[src/rtl/vc_queue_pkg.sv]
// ============================================================================
// Module   : vc_queue_pkg
// Brief    : Shared types and the round-robin pick helper for vc_queue.
// Revision : 1.0 - initial release
// ============================================================================
`default_nettype none

package vc_queue_pkg;

    localparam int C_MAX_VC = 32;
    localparam int C_IDX_W  = 5;

    typedef struct packed {
        logic               valid;
        logic [C_IDX_W-1:0] idx;
    } rr_grant_t;

    // Offsets are scanned from the farthest to the nearest so the requester
    // closest after last_grant is the one left in the result.
    function automatic rr_grant_t rr_pick(
        input logic [C_MAX_VC-1:0] req,
        input int                  num_vc,
        input int                  last_grant
    );
        rr_grant_t res;
        int        cand;
        res.valid = 1'b0;
        res.idx   = '0;
        for (int k = C_MAX_VC; k >= 1; k--) begin
            if (k <= num_vc) begin
                cand = last_grant + k;
                if (cand >= num_vc) begin
                    cand = cand - num_vc;
                end
                if (req[cand[C_IDX_W-1:0]]) begin
                    res.valid = 1'b1;
                    res.idx   = C_IDX_W'(cand);
                end
            end
        end
        return res;
    endfunction

endpackage

`default_nettype wire

[src/rtl/vc_fifo.sv]
// ============================================================================
// Module   : vc_fifo
// Brief    : Single-channel circular buffer with registered full/empty flags.
// Revision : 1.0 - initial release
// ============================================================================
`default_nettype none

module vc_fifo #(
    parameter int WIDTH = 33,
    parameter int DEPTH = 4
) (
    input  logic             clk,
    input  logic             rst,
    input  logic             i_push,
    input  logic [WIDTH-1:0] i_push_data,
    input  logic             i_pop,
    output logic [WIDTH-1:0] o_head,
    output logic             o_full,
    output logic             o_empty
);

    localparam int C_PTR_W = $clog2(DEPTH);
    localparam int C_CNT_W = $clog2(DEPTH + 1);

    logic [WIDTH-1:0]   r_mem [DEPTH];
    logic [C_PTR_W-1:0] r_wr_ptr;
    logic [C_PTR_W-1:0] r_rd_ptr;
    logic [C_CNT_W-1:0] r_count;
    logic [C_CNT_W-1:0] w_count_nxt;
    logic               r_full;
    logic               r_empty;

    always_comb begin
        w_count_nxt = r_count;
        if (i_push && !i_pop) begin
            w_count_nxt = r_count + C_CNT_W'(1);
        end else if (!i_push && i_pop) begin
            w_count_nxt = r_count - C_CNT_W'(1);
        end
    end

    always_ff @(posedge clk) begin
        if (rst) begin
            r_wr_ptr <= '0;
            r_rd_ptr <= '0;
            r_count  <= '0;
            r_full   <= 1'b0;
            r_empty  <= 1'b1;
        end else begin
            if (i_push) begin
                r_wr_ptr <= (r_wr_ptr == C_PTR_W'(DEPTH - 1)) ? '0 : r_wr_ptr + C_PTR_W'(1);
            end
            if (i_pop) begin
                r_rd_ptr <= (r_rd_ptr == C_PTR_W'(DEPTH - 1)) ? '0 : r_rd_ptr + C_PTR_W'(1);
            end
            r_count <= w_count_nxt;
            r_full  <= (w_count_nxt == C_CNT_W'(DEPTH));
            r_empty <= (w_count_nxt == '0);
        end
    end

    // Storage needs no reset: the count alone decides what is valid.
    always_ff @(posedge clk) begin
        if (i_push) begin
            r_mem[r_wr_ptr] <= i_push_data;
        end
    end

    assign o_head  = r_mem[r_rd_ptr];
    assign o_full  = r_full;
    assign o_empty = r_empty;

endmodule

`default_nettype wire

[src/rtl/vc_queue.sv]
// ============================================================================
// Module   : vc_queue
// Brief    : Multi-VC AXI-Stream buffer, per-VC FIFOs drained round-robin.
// Options  : VC_QUEUE_PACKET_LOCK_EN - hold the grant until a TLAST beat loads
// Revision : 1.0 - initial release
// ============================================================================
`default_nettype none

module vc_queue #(
    parameter int DATA_WIDTH    = 32,
    parameter int BUFFER_LENGTH = 4,
    parameter int NUM_VC        = 2,
    parameter int VC_W          = $clog2(NUM_VC)
) (
    input  logic                  clk,
    input  logic                  rst,
    input  logic [DATA_WIDTH-1:0] s_tdata,
    input  logic [VC_W-1:0]       s_tid,
    input  logic                  s_tlast,
    input  logic                  s_tvalid,
    output logic                  s_tready,
    output logic [DATA_WIDTH-1:0] m_tdata,
    output logic [VC_W-1:0]       m_tid,
    output logic                  m_tlast,
    output logic                  m_tvalid,
    input  logic                  m_tready,
    input  logic [NUM_VC-1:0]     m_vc_ready,
    output logic [NUM_VC-1:0]     vc_full,
    output logic [NUM_VC-1:0]     vc_empty
);

    import vc_queue_pkg::*;

    logic [NUM_VC-1:0]   w_push;
    logic [NUM_VC-1:0]   w_pop;
    logic [NUM_VC-1:0]   w_req;
    logic [C_MAX_VC-1:0] w_req_ext;
    logic [DATA_WIDTH:0] w_head [NUM_VC];
    logic [DATA_WIDTH:0] w_sel_head;
    rr_grant_t           w_pick;
    logic [VC_W-1:0]     w_grant;
    logic [VC_W-1:0]     r_last_grant;
    logic                w_load;
    logic                w_tid_hit;
    logic                w_sel_full;

    // An out-of-range TID matches no VC, so it is never ready.
    always_comb begin
        w_tid_hit  = 1'b0;
        w_sel_full = 1'b0;
        for (int v = 0; v < NUM_VC; v++) begin
            if (s_tid == VC_W'(v)) begin
                w_tid_hit  = 1'b1;
                w_sel_full = vc_full[v];
            end
        end
    end

    assign s_tready = w_tid_hit && !w_sel_full;

    generate
        for (genvar v = 0; v < NUM_VC; v++) begin : g_vc
            assign w_push[v] = s_tvalid && s_tready && (s_tid == VC_W'(v));
            assign w_pop[v]  = w_load && (w_grant == VC_W'(v));

            vc_fifo #(
                .WIDTH (DATA_WIDTH + 1),
                .DEPTH (BUFFER_LENGTH)
            ) u_fifo (
                .clk         (clk),
                .rst         (rst),
                .i_push      (w_push[v]),
                .i_push_data ({s_tlast, s_tdata}),
                .i_pop       (w_pop[v]),
                .o_head      (w_head[v]),
                .o_full      (vc_full[v]),
                .o_empty     (vc_empty[v])
            );
        end
    endgenerate

`ifdef VC_QUEUE_PACKET_LOCK_EN
    logic r_locked;
`endif

    always_comb begin
        w_req = ~vc_empty & m_vc_ready;
`ifdef VC_QUEUE_PACKET_LOCK_EN
        if (r_locked) begin
            w_req = w_req & (NUM_VC'(1) << r_last_grant);
        end
`endif
        w_req_ext              = '0;
        w_req_ext[NUM_VC-1:0]  = w_req;
    end

    assign w_pick  = rr_pick(w_req_ext, NUM_VC, int'(r_last_grant));
    assign w_grant = w_pick.idx[VC_W-1:0];
    assign w_load  = (!m_tvalid || m_tready) && w_pick.valid;

    always_comb begin
        w_sel_head = '0;
        for (int v = 0; v < NUM_VC; v++) begin
            if (w_grant == VC_W'(v)) begin
                w_sel_head = w_head[v];
            end
        end
    end

    always_ff @(posedge clk) begin
        if (rst) begin
            m_tdata      <= '0;
            m_tid        <= '0;
            m_tlast      <= 1'b0;
            m_tvalid     <= 1'b0;
            r_last_grant <= VC_W'(NUM_VC - 1);
        end else if (w_load) begin
            m_tdata      <= w_sel_head[DATA_WIDTH-1:0];
            m_tlast      <= w_sel_head[DATA_WIDTH];
            m_tid        <= w_grant;
            m_tvalid     <= 1'b1;
            r_last_grant <= w_grant;
        end else if (m_tready) begin
            m_tvalid     <= 1'b0;
        end
    end

`ifdef VC_QUEUE_PACKET_LOCK_EN
    always_ff @(posedge clk) begin
        if (rst) begin
            r_locked <= 1'b0;
        end else if (w_load) begin
            r_locked <= !w_sel_head[DATA_WIDTH];
        end
    end
`endif

endmodule

`default_nettype wire

[config.mk]
export PLATFORM = sky130hd
export DESIGN_NAME = vc_queue
export DESIGN_NICKNAME = d
export VERILOG_FILES = /design/src/rtl/vc_queue_pkg.sv /design/src/rtl/vc_fifo.sv /design/src/rtl/vc_queue.sv
export SDC_FILE = /design/constraint.sdc
export NUM_CORES = 1
export LEC_CHECK = 0
export BUFFER_PORTS_ARGS = -buffer_cell sky130_fd_sc_hd__buf_2
export CAP_MARGIN = 25
export CELL_PAD_IN_SITES_DETAIL_PLACEMENT = 0
export CELL_PAD_IN_SITES_GLOBAL_PLACEMENT = 1
export CORE_MARGIN = 2
export CORE_UTILIZATION = 39
export DETAILED_ROUTE_END_ITERATION = 10
export PLACE_DENSITY_LB_ADDON = 0.1
export SYNTH_ARGS = -nofsm -noshare
export SYNTH_HDL_FRONTEND = slang
export SYNTH_SLANG_ARGS = --single-unit
[constraint.sdc]
create_clock -name clk -period 2.81 [get_ports clk]
set_input_delay 0.562 -clock clk [delete_from_list [all_inputs] [get_ports clk]]
set_output_delay 0.562 -clock clk [all_outputs]
set_load 0.01 [all_outputs]
# Word-level counts from Yosys, hierarchy flattened
# Memories as Yosys holds them, arrays and structs flattened. A register that Yosys moved wholly into a read port is not among the register bits.
# Cells that the tools add are included.
op_classes:
  n_eq_ne: 6
  n_addsub: 12
  n_lt_le_gt_ge: 4
  reduce_logical: 20
  bitwise_logic: 4
  mux: 28
ops:
  columns: ["operator", "count"]
  rows:
  - ["33-bit 2-to-1 mux", 1]
  - ["2-bit 2-to-1 mux", 8]
  - ["5-bit by 6-bit less-than comparator with 1-bit output, second input constant", 2]
  - ["3-bit 2-to-1 mux", 4]
  - ["6-bit 2-to-1 mux", 2]
  - ["1-bit binary-select mux with 5-bit select", 2]
  - ["1-bit logical AND", 10]
  - ["5-bit 2-to-1 mux", 2]
  - ["1-bit 2-to-1 mux", 9]
  - ["2-bit by 1-bit adder with 2-bit output, second input constant", 4]
  - ["2-bit == test, second input constant", 4]
  - ["3-bit by 1-bit adder with 3-bit output, second input constant", 2]
  - ["3-bit == test, second input constant", 2]
  - ["1-bit logical NOT", 6]
  - ["3-bit logical NOT", 2]
  - ["3-bit by 1-bit subtractor with 3-bit output, second input constant", 2]
  - ["3-bit by 2-bit subtractor with 4-bit output, second input constant", 1]
  - ["1-bit by 2-bit adder with 3-bit output, second input constant", 1]
  - ["3-bit by 2-bit greater-or-equal comparator with 1-bit output, second input constant", 1]
  - ["2-bit by 2-bit subtractor with 3-bit output, second input constant", 1]
  - ["1-bit by 1-bit adder with 2-bit output, second input constant", 1]
  - ["2-bit bitwise AND", 1]
  - ["2-bit greater-or-equal comparator, second input constant", 1]
  - ["1-bit inverter", 2]
  - ["other kinds (3)", 3]
word_totals:
  ramBits: 264
  output_inout_bits: 40
  wordCells: 91
  ff_bits: 54
  mem_count: 2
memory_table:
  columns: ["memory", "words", "word_bits", "read_ports", "rd_ports_with_merged_regs", "write_ports", "line_no", "text"]
  rows:
  - ["g_vc[0].u_fifo.r_mem", 4, 33, 1, 1, 1, "vc_fifo.sv:25", "logic [WIDTH-1:0] r_mem [DEPTH];"]
  - ["g_vc[1].u_fifo.r_mem", 4, 33, 1, 1, 1, "vc_fifo.sv:25", null]

# Depth between registers and ports, before layout
depth:
  ltp_word: 13
  mapped_depth: 6

# Modules after synthesis
# A second synthesis with hierarchy kept.
unflattened:
  hier_cells: 609
  hier_area_um2: 12344.3
modules_own_cells:
  columns: ["module", "cells_each", "instances", "area_per_inst_um2"]
  rows:
  - ["vc_fifo", 237, 2, 5425.2]
  - ["vc_queue", 135, 1, 1493.9]

# Worst setup path before layout
# Ideal clock, no wire load.
synth_path:
  path_type: "input to register"
  startpoint: "input s_tid"
  endpoint: "memory g_vc[1].u_fifo.r_mem[3][0] (enable)"
  t_required_ps: 2417
  path_buffers: 1
  path_stages: 3
  slack_ps: 613
  setup_time_ps: 393
  arrival_time_ps: 1804
  cell_sequence: "and3b_1 -> clkbuf_1 -> and2_1"
synth_via:
  elab_chain_cells: 6
synth_rtl:
  columns: ["element", "line_no", "text"]
  rows:
  - ["start: declaration", "vc_queue.sv:18", "input logic [VC_W-1:0] s_tid,"]
  - ["1-bit 2-to-1 mux", "vc_queue.sv:52", "if (s_tid == VC_W'(v)) begin"]
  - ["1-bit logical NOT", "vc_queue.sv:59", "assign s_tready = w_tid_hit && !w_sel_full;"]
  - ["1-bit logical AND", "vc_queue.sv:63", "assign w_push[v] = s_tvalid && s_tready && (s_tid == VC_W'(v));"]
  - ["1-bit logical AND (*)", "vc_queue.sv:63", null]
  - ["1-bit 2-to-1 mux (*)", "vc_fifo.sv:64", "if (i_push) begin"]
  - ["1-bit 2-to-1 mux (implied by the code) (*)", "vc_fifo.sv:65", "r_mem[r_wr_ptr] <= i_push_data;"]
  - ["end: declaration", "vc_fifo.sv:25", null]
# Mark *: on every way between the ends. The rest lies on a longest branch, timed or not.

# Worst setup path in the final report
layout_path:
  startpoint: "register g_vc[1].u_fifo.r_empty"
  endpoint: "register m_tdata[5]"
layout_via:
  elab_chain_cells: 7
  word_cells_on_any_way: 10
  cone_classes: "mux: 7; bitwise: 2; reduce/logical: 1"
layout_rtl:
  columns: ["element", "line_no", "text"]
  rows:
  - ["start: declaration", "vc_fifo.sv:31", "logic r_empty;"]
  - ["start signal: assignment", "vc_fifo.sv:58", "r_empty <= (w_count_nxt == '0);"]
  - ["2-bit inverter (*)", "vc_queue.sv:87", "w_req = ~vc_empty & m_vc_ready;"]
  - ["2-bit bitwise AND (*)", "vc_queue.sv:87", null]
  - ["1-bit binary-select mux with 5-bit select", "vc_queue_pkg.sv:35", "if (req[cand[C_IDX_W-1:0]]) begin"]
  - ["1-bit 2-to-1 mux (implied by the code)", "vc_queue_pkg.sv:35", null]
  - ["6-bit 2-to-1 mux", "vc_queue_pkg.sv:35", null]
  - ["6-bit 2-to-1 mux (*)", "vc_queue_pkg.sv:35", null]
  - ["33-bit 2-to-1 mux / 1-bit logical AND (equally long branches)", "vc_queue.sv:104, vc_queue.sv:99", null]
  - ["end signal: assignment", "vc_queue.sv:118", "m_tdata <= w_sel_head[DATA_WIDTH-1:0];"]
  - ["end: declaration", "vc_queue.sv:22", "output logic [DATA_WIDTH-1:0] m_tdata,"]
# Mark *: on every way between the ends. The rest lies on a longest branch, timed or not. The select of a mux whose other input is x is not followed.
# A chain may end at the register's enable or synchronous reset.

==> results.ini <==
[hold_path]
hp-class = primary input to register
holdCritStartpoint = s_tdata[11]

[power]
clkPwrFrac_pct = 38.3
pwr-share-comb_pct = 14.4
p_int_uw = 9010
p_sw_uw = 3030
ir_drop_mv = 0.508
p_seq_share_pct = 47.3
p_sw_share_pct = 25.2
leakagePower_uw = 0.00477
p_per_area_nw_per_um2 = 835

[detailed_routing]
wirelength_mm = 26.8
num_vias = 6402
drtPass1Iterations = 4
routed_via_density = 5.43
drt_iter0_markers = 545
drc = 0
wire_per_inst_um = 22.7
drt.antenna.violating_nets = 0

[clock_network]
cts_buffers = 36
cts.sinks = 322
clk-insertion-delay-late_ns = 0.52
clk_pin_slew_ns = 0.06
htree_levels = 2
clockBufferDepth = 3
cts_tree = yes
root_buffer = clkbuf_16
cts-hold-fix-buffers = 0
post_cts_buffers = 0
cts_resized = 0

[worst_setup_path]
cp_data_arrival_time_ns = 2.55
critPathRequiredTime_ns = 3.24
worstPathCellList = nand2b_1 -> nor3_4 -> buf_4 -> a22oi_1 -> a21oi_1
r2r-start = g_vc[1].u_fifo.o_empty$_SDFF_PP1_
path_class = register to register
worstSetupStartpoint = g_vc[1].u_fifo.o_empty$_SDFF_PP1_
critPathMaxStageDelay_ns = 0.79
critPathLaunchType = register
worst-path-buf-inv = 1
critPathSlowestCell = nor3_4
worst_path_dominant_cell_family = simple AND/OR/NAND/NOR gates
path_max_fanout = 16
end_kind = register

[synthesis]
synth-edff-count = 264
avgSynthCellArea_sq_um = 18.6
synth_nets = 708
synthFlopType = edfxtp_1
seq_area_frac_synth_pct = 74.6
syn_inst = 654
async_flop_share_pct = 0
syn_area_sq_um = 12200
synth-warning-count = 0
synth.distinct_cells = 43
synth_seq_cells = 322

[grt]
use_met3_pct = 3.00
grt_first_pass_wirelength_mm = 41.1
busiest_layer = met2
grt_max_degree = 34
grt_overflow = 0
use_met1_pct = 23.6
grt_util_met2_pct = 26.5
grt_pass1_vias = 6665
track_usage_pct = 16.6
antenna_found_initial = 2

[finish]
syn2layout_area_growth_pct = 18.3
layout_common_cells = 264 x edfxtp_1, 79 x buf_2, 66 x mux4_2
fin_nets = 808
mostFrequentLayoutCell = edfxtp_1
antenna_cells = 0
drive_gt1_share_pct = 30.7

[sta]
slew_headroom_pct = 37.0
max_freq_mhz = 473
layout_min_cycle_time_ns = 2.12
worstMarginPinSlew_ns = 0.941
holdWs_ns = 0.317
fin_skew_ns = 0.0143
hold_violations = 0
post-route-period-util_pct = 75.3
setup_viol = 0
drv_slew = 0
rsz0062_at_grt = false
fin_setup_tns_ns = 0

[die]
die_w_um = 181
dieArea_sq_um = 32700
std_cell_rows = 64
start_util_pct = 39.7
core_area_sq_um = 30700
io_pins = 80
die_h_um = 181

[placed_design]
gp_congestion = 0.748
portBuffers = 79
dpl.hpwl_mm = 15.5

[run_status]
outcome = complete, no violations

[flow_run]
max-cap-violations = 0

-- through the flow --
step           instances  area, sq um  utilization, %  total power, uW  setup slack, ns
2_1_floorplan        654        12200               -             6870            0.613
3_3_place_gp        1112        13200            43.1             7520            0.458
3_5_place_dp        1112        13200            43.1             7560            0.410
4_1_cts             1178        14400            47.0            12200            0.640
5_1_grt             1178        14400            47.0            12600            0.548
6_report            1178        14400            47.0            12000            0.694
-- synthesized netlist by cell type (4+ instances only) --
| cell | n | share of area (%) |
|---|---|---|
| edfxtp_1 | 264 | 65 |
| mux4_2 | 66 | 12 |
| dfxtp_1 | 58 | 9.5 |
| nand2_1 | 48 | 1.5 |
| a21oi_1 | 42 | 1.7 |
| a22oi_1 | 33 | 2.0 |
| clkbuf_1 | 23 | 0.71 |
| ha_1 | 14 | 1.4 |
| buf_2 | 11 | 0.45 |
| inv_1 | 9 | 0.28 |
| and2_1 | 8 | 0.41 |
| nand3_1 | 6 | 0.25 |
| nor2_1 | 6 | 0.18 |
| nor3_1 | 5 | 0.21 |
| a311oi_1 | 4 | 0.29 |
| buf_4 | 4 | 0.25 |
| or3_1 | 4 | 0.21 |
-- worst paths after layout --
path	end	slack, ns	cells after the start
worst max register to register	m_tdata[5]$_SDFFE_PP0P_	0.69	5
worst min register to register	m_tdata[16]$_SDFFE_PP0P_	0.45	2
worst max-delay path	m_tdata[5]$_SDFFE_PP0P_	0.69	5
worst min-delay path	g_vc[0].u_fifo.r_mem[2][11]$_DFFE_PP_	0.32	1
-- sequential cells by signal (all words and copies together), names as in the netlist, named ones only --
register and count:
g_vc.u_fifo.r_mem 264, m_tdata 32, g_vc.u_fifo.r_count 6, g_vc.u_fifo.r_rd_ptr 4
g_vc.u_fifo.r_wr_ptr 4, g_vc.u_fifo.o_empty 2, g_vc.u_fifo.o_full 2, m_tid 1
m_tlast 1, m_tvalid 1, r_last_grant 1
-- cell families after synthesis --
family | count (synthesis) | share of synthesized area (%)
fa+ha+maj | 14 | 1.44
simple gates | 99 | 4.10
xor+xnor | 2 | 0.144
flops | 322 | 74.6
buf+inv | 47 | 1.68
mux | 70 | 12.6
compound gates | 100 | 5.45
-- per-layer routing --
metal  wire length, um  vias up
li1                  -     2846
met2             12800      146
met5                23        -
met3              1290       45
met1             12200     3361
met4               490        4
-- power groups by stage --
stage | Sequential (uW) | Combinational, uW | Clock [uW]
after floorplan | 5740 | 1130 | 0
after global placement | 5790 | 1730 | 0
after detailed placement | 5800 | 1760 | 0
after CTS | 5700 | 1770 | 4740
after global routing | 5730 | 1910 | 4940
final | 5690 | 1730 | 4610
-- worst register-to-register path: stages, from the launching register on --
cell	delay (ns)
dfxtp_1	0.34
nand2b_1	0.26
nor3_4	0.80
buf_4	0.37
a22oi_1	0.12
a21oi_1	0.15
-- layout make-up --
type / instances / area (sq um)
clock buffers: 46 / 1020
clock inverters: 20 / 166
fillers: 2584 / 16300
inverters: 9 / 33.8
multi-input cells: 285 / 2920
flip-flops and latches: 322 / 9090
well taps: 396 / 495
repair buffers: 100 / 678
(Power assumes the default switching activity.)
